`src/rtl/div_sequencer.sv`:
```
// div_sequencer: multi-cycle restoring divider for DIV/REM/DIVU/REMU.
// The FSM walks IDLE -> CALC (32 cycles, one quotient bit each) -> FIXUP
// (sign correction, RESULT registered) -> DONE (one-cycle VALID strobe).
// Optional macro DIV_EARLY_OUT_EN: divide-by-zero and signed overflow jump
// straight from IDLE to DONE with the architected result.
module div_sequencer #(
  parameter int XLEN = 32
) (
  input  logic            CLK,
  input  logic            RESET_N,
  input  logic            START,
  input  logic [4:0]      SELECT,
  input  logic [XLEN-1:0] DATA1,
  input  logic [XLEN-1:0] DATA2,
  input  logic            FLUSH,
  output logic            BUSY,
  output logic            STALL,
  output logic            VALID,
  output logic [XLEN-1:0] RESULT
);

  typedef enum logic [1:0] {IDLE, CALC, FIXUP, DONE} state_t;

  state_t          state;
  logic [5:0]      count;
  logic [XLEN-1:0] quo;
  logic [XLEN-1:0] rem;
  logic [XLEN-1:0] divisor;
  logic [XLEN-1:0] dividend_raw;
  logic            q_neg;
  logic            r_neg;
  logic            op_rem;
  logic            div_zero;

  logic            legal_sel;
  logic            is_signed;
  logic            accept;
  logic            a_neg;
  logic            b_neg;
  logic [XLEN-1:0] a_mag;
  logic [XLEN-1:0] b_mag;
  logic            in_zero;
  logic [XLEN:0]   shifted;
  logic            fits;
  logic [XLEN-1:0] diff;
  logic [XLEN-1:0] quo_fix;
  logic [XLEN-1:0] rem_fix;
`ifdef DIV_EARLY_OUT_EN
  logic            in_ovf;
  logic [XLEN-1:0] early_res;
`endif

  // Request decode, operand magnitudes and one restoring-division step
  always_comb begin
    legal_sel = (SELECT[4:2] == 3'b011);
    is_signed = ~SELECT[1];
    accept    = (state == IDLE) && START && legal_sel && !FLUSH;
    a_neg     = is_signed & DATA1[XLEN-1];
    b_neg     = is_signed & DATA2[XLEN-1];
    a_mag     = a_neg ? -DATA1 : DATA1;
    b_mag     = b_neg ? -DATA2 : DATA2;
    in_zero   = (DATA2 == '0);
    shifted   = {rem, quo[XLEN-1]};
    fits      = (shifted >= {1'b0, divisor});
    diff      = shifted[XLEN-1:0] - divisor;
    quo_fix   = q_neg ? -quo : quo;
    rem_fix   = r_neg ? -rem : rem;
`ifdef DIV_EARLY_OUT_EN
    in_ovf    = is_signed && (DATA1 == {1'b1, {(XLEN-1){1'b0}}}) && (DATA2 == '1);
    if (in_zero)
      early_res = SELECT[0] ? DATA1 : '1;
    else
      early_res = SELECT[0] ? '0 : {1'b1, {(XLEN-1){1'b0}}};
`endif
  end

  // Status outputs decoded from the state register
  always_comb begin
    BUSY  = (state == CALC) || (state == FIXUP);
    VALID = (state == DONE);
    STALL = BUSY | accept;
  end

  // Sequencer FSM with datapath registers; FLUSH aborts from any state
  always_ff @(posedge CLK or negedge RESET_N) begin
    if (!RESET_N) begin
      state        <= IDLE;
      count        <= '0;
      quo          <= '0;
      rem          <= '0;
      divisor      <= '0;
      dividend_raw <= '0;
      q_neg        <= 1'b0;
      r_neg        <= 1'b0;
      op_rem       <= 1'b0;
      div_zero     <= 1'b0;
      RESULT       <= '0;
    end else if (FLUSH) begin
      state <= IDLE;
      count <= '0;
    end else begin
      case (state)
        IDLE: begin
          if (accept) begin
            quo          <= a_mag;
            rem          <= '0;
            divisor      <= b_mag;
            dividend_raw <= DATA1;
            q_neg        <= a_neg ^ b_neg;
            r_neg        <= a_neg;
            op_rem       <= SELECT[0];
            div_zero     <= in_zero;
            count        <= '0;
`ifdef DIV_EARLY_OUT_EN
            if (in_zero || in_ovf) begin
              RESULT <= early_res;
              state  <= DONE;
            end else begin
              state  <= CALC;
            end
`else
            state <= CALC;
`endif
          end
        end
        CALC: begin
          quo   <= {quo[XLEN-2:0], fits};
          rem   <= fits ? diff : shifted[XLEN-1:0];
          count <= count + 6'd1;
          if (count == 6'd31)
            state <= FIXUP;
        end
        FIXUP: begin
          if (div_zero)
            RESULT <= op_rem ? dividend_raw : '1;
          else
            RESULT <= op_rem ? rem_fix : quo_fix;
          state <= DONE;
        end
        DONE: begin
          state <= IDLE;
        end
        default: begin
          state <= IDLE;
        end
      endcase
    end
  end

endmodule

```
`config.mk`:
```
export PLATFORM = sky130hd
export DESIGN_NAME = div_sequencer
export DESIGN_NICKNAME = d
export VERILOG_FILES = /design/src/rtl/div_sequencer.sv
export SDC_FILE = /design/constraint.sdc
export NUM_CORES = 1
export LEC_CHECK = 0
export CAP_MARGIN = 20
export CORE_AREA = 2 2 198 200
export DETAILED_ROUTE_END_ITERATION = 16
export DIE_AREA = 0 0 200 202
export MAX_ROUTING_LAYER = met4
export SLEW_MARGIN = 40
export SYNTH_ARGS = -nofsm -noshare
export SYNTH_HDL_FRONTEND = slang
export SYNTH_SLANG_ARGS = --single-unit
```
`constraint.sdc`:
```
create_clock -name CLK -period 4.7 [get_ports CLK]
set_input_delay 0.94 -clock CLK [delete_from_list [all_inputs] [get_ports CLK]]
set_output_delay 0.94 -clock CLK [all_outputs]
set_load 0.02 [all_outputs]
```
==> flow_summary.ini <==
[worst_setup_path]
slowest_stage = or4_1
path_cells = clkdlybuf4s50_1, or4_1, or3_1, or3_1, o41ai_2, o21ai_1, a21oi_1, xor2_1, nor2_1, a21oi_1, a21oi_1
cpLargestDelayFamily = simple AND/OR/NAND/NOR gates
crit_required_ns = 4.99
reg2reg_depth = 15
slowest_delay_ns = 0.63
path_class = input pin to flip-flop
crit_path_frequent_cell = a21oi_1
cp-end-kind = flip-flop
arrival_ns = 4.24
cp_max_fo = 4
start_kind = input pin
crit_cells = 11
worst-path-buf-inv = 1

[sta]
hold_violations = 0
fin_worst_hold_slack_ns = 0.475
timing.slew.headroom_pct = 46.0
worstMarginPinSlew_ns = 0.810
clock_skew_ns = 0.0136
setup_violations = 0
max_freq_ghz = 0.254
rsz0062_at_grt = false
min_period_over_period_pct = 83.8
setup_tns_ns = 0
drv_slew = 0
layout_min_cycle_time_ns = 3.94

[synth]
synth.top_cell.area_share_pct = 36.8
syn_inst = 1464
synthArstFlopShare_pct = 100
ys_ff_latch = 172
syn-num-nets = 1579
ys.flop_type = dfrtp_1
yosysWarnings = 0
synthTopCellsByArea = dfrtp_1 (37%), nand2_1 (8.5%), o21ai_0 (7.9%)
synth.distinct_cells = 60
yosysSeqAreaShare_pct = 36.8
syn_area_mm2 = 0.0117
synth-edff-count = 0
synth.avg_cell_area_um2 = 7.99
netlist.top_cell.by_area = dfrtp_1

[place]
place_area_mm2 = 0.0133
gp_congestion = 0.854
port_buffers = 107
dp_cells = 2028
hpwl_mm = 25.6

[detailed_routing]
drtIter0Drc = 805
drt_first_pass_iters = 5
via_count = 10500
drc = 0
routed_wl_mm = 34.4
wl_per_cell_um = 16.7
vias_per_cell = 5.11
ant_nets = 0

[grt]
grt_max_degree = 99
grt_pass1_wl_mm = 55.4
grt_usage_pct = 17.9
grt_pass1_vias = 10100
grt.overflow.total = 0
antenna_found_initial = 0

[pwr]
comb_power_share_pct = 52.7
p_leak_nw = 5.89
p_clk_share_pct = 17.5
swShare_pct = 44.8
seqPwrFrac_pct = 29.8
p_sw_mw = 3.99
ir_worst_vdd_v = 0.000303
pwr_density_cell_mw_per_mm2 = 638
p_int_mw = 4.92

[finish]
nets = 1644
final_util_pct = 36.5
drive_above_1_share_pct = 4.80
layout.cells.most_common = nand2_1
diodes = 0
final_cells = 2059
final_cell_area_mm2 = 0.0140
synthToLayoutAreaGrowth_pct = 19.3
layout_common_cells = nand2_1 (266), o21ai_0 (183), dfrtp_1 (171), a21oi_1 (122), clkdlybuf4s50_1 (106)

[clocking]
clk_latency_ns = 0.45
cts_sinks = 172
post_cts.repair.setup_buffers = 0
cts_buffer_depth = 2
postCtsResizedCells = 0
path_clk_slew_ns = 0.07
cts_root_buf = clkbuf_16
cts_tree = done
ctsHoldBuffers = 0
htree_levels = 4
cts_made_buffers = 17

[die]
std_cell_rows = 72
boundaryPins = 108
die_x_um = 200
coreArea_mm2 = 0.0383
initial_core_util_pct = 30.5
die_area_mm2 = 0.0404
die_h_um = 202

[worst_hold_path]
holdCritPathClass = flip-flop to flip-flop
holdPathStages = 2

[run]
cap_violations = 0

[outcome]
status = complete, no violations
[Yosys cell counts, types with 8 or more instances]
cell	count
nand2b_1	16
or4_1	16
o41ai_1	10
dfrtp_1	172
inv_1	55
nor2b_1	8
nand3_1	16
nand2_1	266
a31oi_1	8
a21o_1	16
and3_1	8
nor4_1	10
mux2i_1	17
xor2_1	67
o221ai_1	10
a21oi_1	123
o22ai_1	15
xnor2_1	76
nor2_1	101
nor3_1	22
o31ai_1	28
ha_1	41
a221oi_1	8
or3_1	21
clkbuf_1	70
o21ai_0	184
[kinds of logic after synthesis]
family,share of synthesized area (%)
compound gates,22.8
xor+xnor,10.7
fa+ha+maj,4.56
buf+inv,4.32
flops,36.8
mux,1.45
simple gates,19.4
[through the flow]
stage,power (mW),worst slack (ns)
floorplan,5.86,1.28
global placement,7.28,0.357
detailed placement,7.35,0.361
CTS,8.93,0.808
global route,9.64,0.637
finish,8.91,0.759
[worst paths after layout]
kind	start	endpoint	slack (ns)
min	dividend_raw[8]	dividend_raw[8]	0.48
max in group asynchronous	RESET_N	divisor[3]	3.19
max reg2reg	quo[31]	rem[30]	1.15
max	DATA1[8]	quo[30]	0.76
min in group asynchronous	RESET_N	quo[26]	0.52
min reg2reg	dividend_raw[8]	dividend_raw[8]	0.48
[state kept, by name, summed over array words and instances (netlist names), 2 cells and up]
| signal | flops |
|---|---|
| RESULT | 32 |
| dividend_raw | 32 |
| divisor | 32 |
| quo | 32 |
| rem | 32 |
| count | 6 |
| state | 2 |
[tightest hold or removal path, stage by stage, from the launching register on]
cell	delay, ns
dfrtp_1	0.34
nand2_1	0.05
nand2_1	0.05
[power by group through the flow]
stage / combinational, mW / sequential (mW) / clock [mW]
after global routing: 5.25 / 2.74 / 1.65
final: 4.69 / 2.66 / 1.56
after floorplan: 3.26 / 2.61 / 0
after detailed placement: 4.68 / 2.67 / 0
after CTS: 4.70 / 2.65 / 1.58
after global placement: 4.64 / 2.65 / 0
[per-layer routing]
layer  vias to the layer above  routed length [µm]  GRT usage [%]
met3                        35                1750           3.15
met2                       249               15300           26.7
met4                         0                 523           4.15
li1                       5261                   -              -
met1                      4973               16800           25.1
met5                         -                   0              -
[final cells by class]
class                           count  area [µm²]
Clock buffer                       17         425
Multi-Input combinational cell   1158        6930
Sequential cell                   172        4310
Fill cell                        3987       24300
Tap cell                          518         648
Clock inverter                     14         209
Timing Repair Buffer              125        1230
Inverter                           55         206
(Power assumes the default switching activity.)
